==> src/rtl/ov7670_config_seq.sv <==
// OV7670 configuration sequencer: walks the register ROM from address 0 and
// issues one SCCB write per {reg, val} entry, honouring delay and end markers.
module ov7670_config_seq #(
    parameter int unsigned DELAY_CYCLES   = 250_000,
    parameter bit          START_ON_RESET = 1'b1
) (
    input  logic        clk,
    input  logic        rst,
    input  logic        start,
    output logic [7:0]  rom_addr,
    input  logic [15:0] rom_dout,
    output logic        sccb_start,
    output logic [7:0]  sccb_reg,
    output logic [7:0]  sccb_val,
    input  logic        sccb_ready,
    output logic        busy,
    output logic        done,
    output logic [7:0]  wr_count
);

    localparam int unsigned CntW = $clog2(DELAY_CYCLES + 1);
    localparam logic [15:0] EntryEnd   = 16'hFFFF;
    localparam logic [15:0] EntryDelay = 16'hFFF0;

    typedef enum logic [3:0] {
        StIdle,
        StFetch,
        StDecode,
        StSend,
        StGuard,
        StWait,
        StDelay,
        StNext,
        StDone
    } state_e;

    state_e            state_q, state_d;
    logic [7:0]        rom_addr_q, rom_addr_d;
    logic [7:0]        sccb_reg_q, sccb_reg_d;
    logic [7:0]        sccb_val_q, sccb_val_d;
    logic [7:0]        wr_count_q, wr_count_d;
    logic [CntW-1:0]   delay_cnt_q, delay_cnt_d;
    logic              armed_q, armed_d;
    logic              go_idle;

    // Auto-start is a one-shot token loaded by reset and consumed on leaving IDLE.
    assign go_idle = start | armed_q;

    always_ff @(posedge clk) begin
        if (rst) begin
            state_q <= StIdle;
        end else begin
            state_q <= state_d;
        end
    end

    always_ff @(posedge clk) begin
        if (rst) begin
            rom_addr_q  <= 8'h00;
            sccb_reg_q  <= 8'h00;
            sccb_val_q  <= 8'h00;
            wr_count_q  <= 8'h00;
            delay_cnt_q <= '0;
            armed_q     <= START_ON_RESET;
        end else begin
            rom_addr_q  <= rom_addr_d;
            sccb_reg_q  <= sccb_reg_d;
            sccb_val_q  <= sccb_val_d;
            wr_count_q  <= wr_count_d;
            delay_cnt_q <= delay_cnt_d;
            armed_q     <= armed_d;
        end
    end

    always_comb begin
        state_d = state_q;
        unique case (state_q)
            StIdle:   if (go_idle) state_d = StFetch;
            StFetch:  state_d = StDecode;
            StDecode: begin
                if (rom_dout == EntryEnd) begin
                    state_d = StDone;
                end else if (rom_dout == EntryDelay) begin
                    state_d = StDelay;
                end else begin
                    state_d = StSend;
                end
            end
            StSend:   if (sccb_ready) state_d = StGuard;
            StGuard:  state_d = StWait;
            StWait:   if (sccb_ready) state_d = StNext;
            StDelay:  if (delay_cnt_q == '0) state_d = StNext;
            StNext:   state_d = (rom_addr_q == 8'hFF) ? StDone : StFetch;
            StDone:   if (start) state_d = StFetch;
            default:  state_d = StIdle;
        endcase
    end

    always_comb begin
        rom_addr_d  = rom_addr_q;
        sccb_reg_d  = sccb_reg_q;
        sccb_val_d  = sccb_val_q;
        wr_count_d  = wr_count_q;
        delay_cnt_d = delay_cnt_q;
        armed_d     = armed_q;
        unique case (state_q)
            StIdle: begin
                if (go_idle) begin
                    rom_addr_d = 8'h00;
                    wr_count_d = 8'h00;
                    armed_d    = 1'b0;
                end
            end
            StDecode: begin
                if (rom_dout == EntryDelay) begin
                    delay_cnt_d = CntW'(DELAY_CYCLES - 1);
                end else if (rom_dout != EntryEnd) begin
                    sccb_reg_d = rom_dout[15:8];
                    sccb_val_d = rom_dout[7:0];
                end
            end
            StSend: begin
                if (sccb_ready && (wr_count_q != 8'hFF)) begin
                    wr_count_d = wr_count_q + 8'd1;
                end
            end
            StDelay: begin
                if (delay_cnt_q != '0) begin
                    delay_cnt_d = delay_cnt_q - 1'b1;
                end
            end
            StNext: begin
                // Address 0xFF is the last entry; the table never wraps.
                if (rom_addr_q != 8'hFF) begin
                    rom_addr_d = rom_addr_q + 8'd1;
                end
            end
            StDone: begin
                if (start) begin
                    rom_addr_d = 8'h00;
                    wr_count_d = 8'h00;
                end
            end
            default: ;
        endcase
    end

    always_comb begin
        sccb_start = (state_q == StSend) && sccb_ready;
        busy       = (state_q != StIdle) && (state_q != StDone);
        done       = (state_q == StDone);
        rom_addr   = rom_addr_q;
        sccb_reg   = sccb_reg_q;
        sccb_val   = sccb_val_q;
        wr_count   = wr_count_q;
    end

endmodule
==> config.mk <==
export PLATFORM = sky130hd
export DESIGN_NAME = ov7670_config_seq
export DESIGN_NICKNAME = d
export VERILOG_FILES = /design/src/rtl/ov7670_config_seq.sv
export SDC_FILE = /design/constraint.sdc
export NUM_CORES = 1
export LEC_CHECK = 0
export CORE_ASPECT_RATIO = 2
export CORE_MARGIN = 10
export CORE_UTILIZATION = 52
export CTS_BUF_LIST = sky130_fd_sc_hd__clkbuf_8
export DETAILED_ROUTE_END_ITERATION = 16
export PLACE_DENSITY = 0.81
export SYNTH_ARGS = -nofsm -noshare
export SYNTH_HDL_FRONTEND = slang
export SYNTH_SLANG_ARGS = --single-unit
export TNS_END_PERCENT = 20
==> constraint.sdc <==
create_clock -name clk -period 2.99 [get_ports clk]
set_clock_uncertainty 0.15 [all_clocks]
set_input_delay 0.598 -clock clk [delete_from_list [all_inputs] [get_ports clk]]
set_output_delay 0.598 -clock clk [all_outputs]
set_load 0.01 [all_outputs]
==> flow_summary.ini, run 1 <==
[timing]
fin_tns_setup_ns = 0
finalSetupViolCount = 0
period_minus_slack_ns = 2.62
hold_viol = 0
worstMarginPinSlew_ns = 1.18
maxSlewHeadroom_pct = 21.6
fin_crit_sh_pct = 87.5
rsz0062_at_grt = false
holdWs_ns = 0.358
final_max_slew_viol_count = 0
max_freq_ghz = 0.382

[setup_path]
cp_cell_sequence = clkdlybuf4s50_1 > and3_1 > clkdlybuf4s50_1
critical_path.most_common_cell = clkdlybuf4s50_1
worstPathArrival_ns = 1.87
cp_top_family = buffers and inverters
endpoint_kind = output port
start_kind = primary input
cp.required_ns = 2.24
rr_worst_depth = 5
reg2reg_slack_ns = 0.54
cp_max_fo = 4
r2r_end = sccb_val[2]
crit_path_max_incr_delay_ns = 0.55
worstReg2RegStart = state_q[1]
criticalPathCategory = in -> out
worst-path-buf-inv = 2
cp_slowest_cell = clkdlybuf4s50_1

[final_layout]
area_growth_pct = 25.2
multi_input_comb_area_sq_um = 1510
fill_cells = 434
largest_reg_flops = 18
regArea_sq_um = 1100
drive_gt1_share_pct = 6.09
diodes = 0
top_register = delay_cnt_q
nets = 383

[synth]
yosys.area.top_type = dfxtp_1
postSynthCellCount = 310
synth_seq_area_share_pct = 40.7
ys.flop_type = dfxtp_1
synth-edff-count = 0
synth_area_leaders = dfxtp_1, nor2_1, mux2i_1
syn_nets = 333
synth_top_cells_by_count = dfxtp_1, nor2_1, a21oi_1, mux2i_1, nand3_1
syn_area_sq_um = 2710
synthDominantCellAreaShare_pct = 40.7
synth.distinct_cells = 53
synth.ff_latch_count = 55
syn_avg_cell_area_sq_um = 8.73
synthArstFlopShare_pct = 0
synth.most_common_cell = dfxtp_1
yosysWarnings = 0

[min_path]
hp-start = sccb_reg[5]
hold_class = reg -> reg
hold_path_depth = 2
whs_endpoint = sccb_reg[5]

[clocking]
clock_latency_ns = 0.31
cts.repair.resized = 0
cts_hold_buf = 0
clock_sinks = 55
htreeDepth = 2
cts_setup_buffers = 0
cts_tree = yes
cts-root-buf = clkbuf_8
clk_pin_slew_worst_paths_ns = 0.10
numCtsBuffers = 5
ctsLongestPathBuffers = 2

[global_route]
grt_pass1_vias = 2472
grtUsageMet2_pct = 32.4
grt_util_met3_pct = 3.82
grt_max_degree = 22
groute.usage.overall_pct = 16.2
grt_first_pass_wirelength_microns = 11800
grt_overflow = 0
busiest_layer = met2
grt_use_met1_pct = 15.4
antenna_found_initial = 0

[floorplan]
ios = 55
die_w_microns = 71.0
initial_utilization_pct = 53.1
die-area_sq_um = 8670
die_h_microns = 122
rows = 37
coreArea_sq_um = 5090

[drt]
drtAntennaViolNets = 0
via_count = 2458
wirelength_microns = 7100
via_per_inst = 5.87
drtIter0Drc = 88
first_pass_iters = 4
drc_errors = 0
routedWlPerCell_microns = 16.9

[placement]
portBuffers = 54
dp_hpwl_microns = 5480
gp_congestion = 0.830

[power]
ir_worst_vdd_uv = 425
p_leak_uw = 0.00113
p_per_area_nw_per_um2 = 583

[job]
drv_cap = 0

[run_status]
outcome = finished clean
final cells by class:
type                    count  share of cell area, %
flip-flops and latches     55                   32.5
inverters                   8                  0.886
clock buffers               5                   2.03
repair buffers             57                   16.6
multi-input cells         233                   44.5
well taps                  58                   2.14
clock inverters             3                   1.29
metal layers:
layer	vias to the layer above	share of wire (%)	wire length, microns
met2	42	59	4170
met1	1188	36	2590
met3	7	3.7	261
met5	-	0	0
met4	0	1.1	80
li1	1221	-	-
tightest hold or removal path: cells and delay by family (launching register included):
kind	cells	cell delay, ns
and+or+nand+nor	1	0.08
muxes	1	0.07
DFF	1	0.34
stage by stage:
step | instances | setup WS, ns | utilization [%] | area [sq um] | total power (uW)
after floorplan | 310 | 0.689 | - | 2710 | 1250
after global placement | 411 | 0.0915 | 64.3 | 3280 | 1480
after detailed placement | 411 | 0.0876 | 64.3 | 3280 | 1490
after CTS | 419 | 0.371 | 66.5 | 3390 | 1990
after global routing | 419 | 0.265 | 66.5 | 3390 | 2080
final | 419 | 0.372 | 66.5 | 3390 | 1980
where the power goes:
part | switching [uW] | total [uW] | leakage (uW) | internal [uW]
combinational | 323 | 608 | 0.000631 | 285
sequential | 69.1 | 867 | 0.000445 | 798
clock | 251 | 500 | 0.0000581 | 250
logic make-up (layout without fill, tap and decap cells):
family	count (synthesis)	in the layout	synth area share, %
muxes	17	17	6.29
and+or+nand+nor	134	134	27.4
AOI/OAI and AO/OA	55	55	12.9
xor gates and xnor gates	24	24	7.77
adders and majority gates	3	3	1.39
buffers and inverters	22	73	3.56
DFF	55	55	40.7
cell usage in the layout (no fill, tap or decap), types with 4 or more instances in the layout:
master	netlist	layout
nand3_1	15	15
dfxtp_1	55	55
nand4_1	10	10
nor3_1	5	5
nor2_1	46	46
clkbuf_8	0	5
o21ai_1	5	5
or4_1	5	5
nor3b_1	4	4
mux2i_1	17	17
nand2b_1	4	4
clkdlybuf4s50_1	0	54
xnor2_1	12	12
inv_1	7	7
xor2_1	12	12
nand2_1	12	12
nor4_1	6	6
o21ai_0	5	5
a211oi_1	9	9
a21oi_1	20	20
worst max-delay path by stage:
stage,cells after the start,to,from
detailed placement,6,delay_cnt_q[2],rom_dout[0]
CTS,3,sccb_start,sccb_ready
floorplan,6,delay_cnt_q[11],rom_dout[0]
global route,3,sccb_start,state_q[0]
finish,3,sccb_start,sccb_ready
global placement,6,delay_cnt_q[6],rom_dout[0]
Power figures use the tool's default switching activity.
==> run 2: changes to the inputs <==
- GPL_ROUTABILITY_DRIVEN: unset -> 0
- SKIP_CTS_REPAIR_TIMING: unset -> 1
==> results of run 2 <==
The final DEF is identical to that of run 1; final timing and power are the same.
==> run 3: changes to the inputs <==
- CORE_UTILIZATION: 52 -> 53
- PLACE_DENSITY: 0.81 -> 0.82
==> run 3 against run 2 <==
  * First-iteration DRC count is 59% higher
  * Power decreased by 3.6%
  * Count of clock-buffer cells in the layout rose by 2
  * Register-to-register slack better by 0.17 ns
  * Setup slack better by 0.021 ns
  * Sequential cell count unchanged
  * Clock power shrank 12%
  * Via count grew 0.37%
  * Largest cell class unchanged
  * Worst hold slack worse by 0.0027 ns
  * Highest routed layer unchanged
==> flow_summary.ini, run 3 (same netlist as run 1, synthesis figures left out) <==
[clocking]
numCtsBuffers = 5
cts_tree = yes
htreeDepth = 2
clk_pin_slew_worst_paths_ns = 0.09
cts-root-buf = clkbuf_8
clock_sinks = 55
clock_latency_ns = 0.31
ctsLongestPathBuffers = 2

[drt]
routedWlPerCell_microns = 16.7
via_count = 2467
wirelength_microns = 7000
drc_errors = 0
first_pass_iters = 4
via_per_inst = 5.89
drtAntennaViolNets = 0
drtIter0Drc = 140

[setup_path]
cp_max_fo = 4
criticalPathCategory = in -> out
rr_worst_depth = 5
worstPathArrival_ns = 1.85
worstReg2RegStart = state_q[0]
cp.required_ns = 2.24
start_kind = primary input
critical_path.endpoint = sccb_start
reg2reg_slack_ns = 0.71
r2r_end = rom_addr[5]
endpoint_kind = output port
startpoint = sccb_ready

[placement]
preCtsSetupSlack_ns = 0.133
dp_hpwl_microns = 5360
portBuffers = 54

[timing]
period_minus_slack_ns = 2.60
maxSlewHeadroom_pct = 34.9
hold_viol = 0
fin_crit_sh_pct = 86.8
worstMarginPinSlew_ns = 0.970
final.setup.worst_slack_ns = 0.394
fin_tns_setup_ns = 0
finalSetupViolCount = 0
rsz0062_at_grt = false
final_max_slew_viol_count = 0
max_freq_ghz = 0.385

[final_layout]
nets = 384
diodes = 0
area_growth_pct = 25.0
mostFrequentLayoutCells = dfxtp_1, clkdlybuf4s50_1, nor2_1, a21oi_1, mux2i_1
largest_reg_flops = 18
fill_cells = 401
final_common_cell = dfxtp_1
top_register = delay_cnt_q
drive_gt1_share_pct = 6.08

[floorplan]
ios = 55
coreArea_sq_um = 4910
die_w_microns = 70.5
die_h_microns = 121
rows = 36
die-area_sq_um = 8540
initial_utilization_pct = 55.1

[global_route]
grt_max_degree = 24
grt_first_pass_wirelength_microns = 11400
groute.usage.overall_pct = 15.9
antenna_found_initial = 0
grt_overflow = 0
grtUsageMet2_pct = 31.3
grt_util_met3_pct = 3.36
grt_pass1_vias = 2476
grt_use_met1_pct = 14.8
busiest_layer = met2

[power]
p_per_area_nw_per_um2 = 563
p_leak_uw = 0.00114
ir_worst_vdd_uv = 605
total_power_uw = 1910

[run_status]
outcome = finished clean

[min_path]
hold_class = reg -> reg

[job]
drv_cap = 0
==> run 3: cell types whose count changed in the layout (fill, tap and decap cells not counted) <==
cell       previous run  this run
buf_4                 3         4
bufinv_16             1         0
clkbuf_8              5         7
clkinv_2              1         0
clkinv_4              1         0
inv_1                 7         8
==> run 3: per-stage QoR <==
stage	area (sq um)	util (%)	instances	hold slack [ns]
after floorplan	2710	-	310	0.314
after global placement	3280	66.8	411	0.323
after detailed placement	3280	66.8	411	0.334
after CTS	3380	68.9	419	0.359
after global routing	3380	68.9	419	0.385
final	3380	68.9	419	0.355
==> run 3: cell type report <==
class                   instances  area [sq um]  area share (%)
repair buffers                 58           571            16.9
clock inverters                 1          3.75           0.111
inverters                       8          30.0           0.888
flip-flops and latches         55          1100            32.6
clock buffers                   7          96.3            2.85
multi-input cells             233          1510            44.6
well taps                      57          71.3            2.11
==> run 3: critical path, stage by stage <==
cell	delay, ns
clkdlybuf4s50_1	0.54
and3_1	0.18
clkdlybuf4s50_1	0.54
==> run 3: how the worst min path moves through the flow <==
stage	from	endpoint	cells after the start
finish	sccb_val[7]	sccb_val[7]	2
global route	sccb_val[6]	sccb_val[6]	2
CTS	sccb_val[6]	sccb_val[6]	2
detailed placement	sccb_val[0]	sccb_val[0]	2
global placement	sccb_reg[1]	sccb_reg[1]	2
floorplan	delay_cnt_q[7]	delay_cnt_q[7]	2
==> run 3: power breakdown <==
group	internal, uW	switching (uW)
sequential	798	68.5
combinational	282	315
clock	208	234
==> run 3: layer usage <==
| metal | wire length, microns | part of all wire [%] | vias to the layer above |
|---|---|---|---|
| li1 | - | - | 1225 |
| met1 | 2580 | 37 | 1172 |
| met2 | 4000 | 57 | 56 |
| met3 | 250 | 3.6 | 14 |
| met4 | 172 | 2.5 | 0 |
| met5 | 0 | 0 | - |
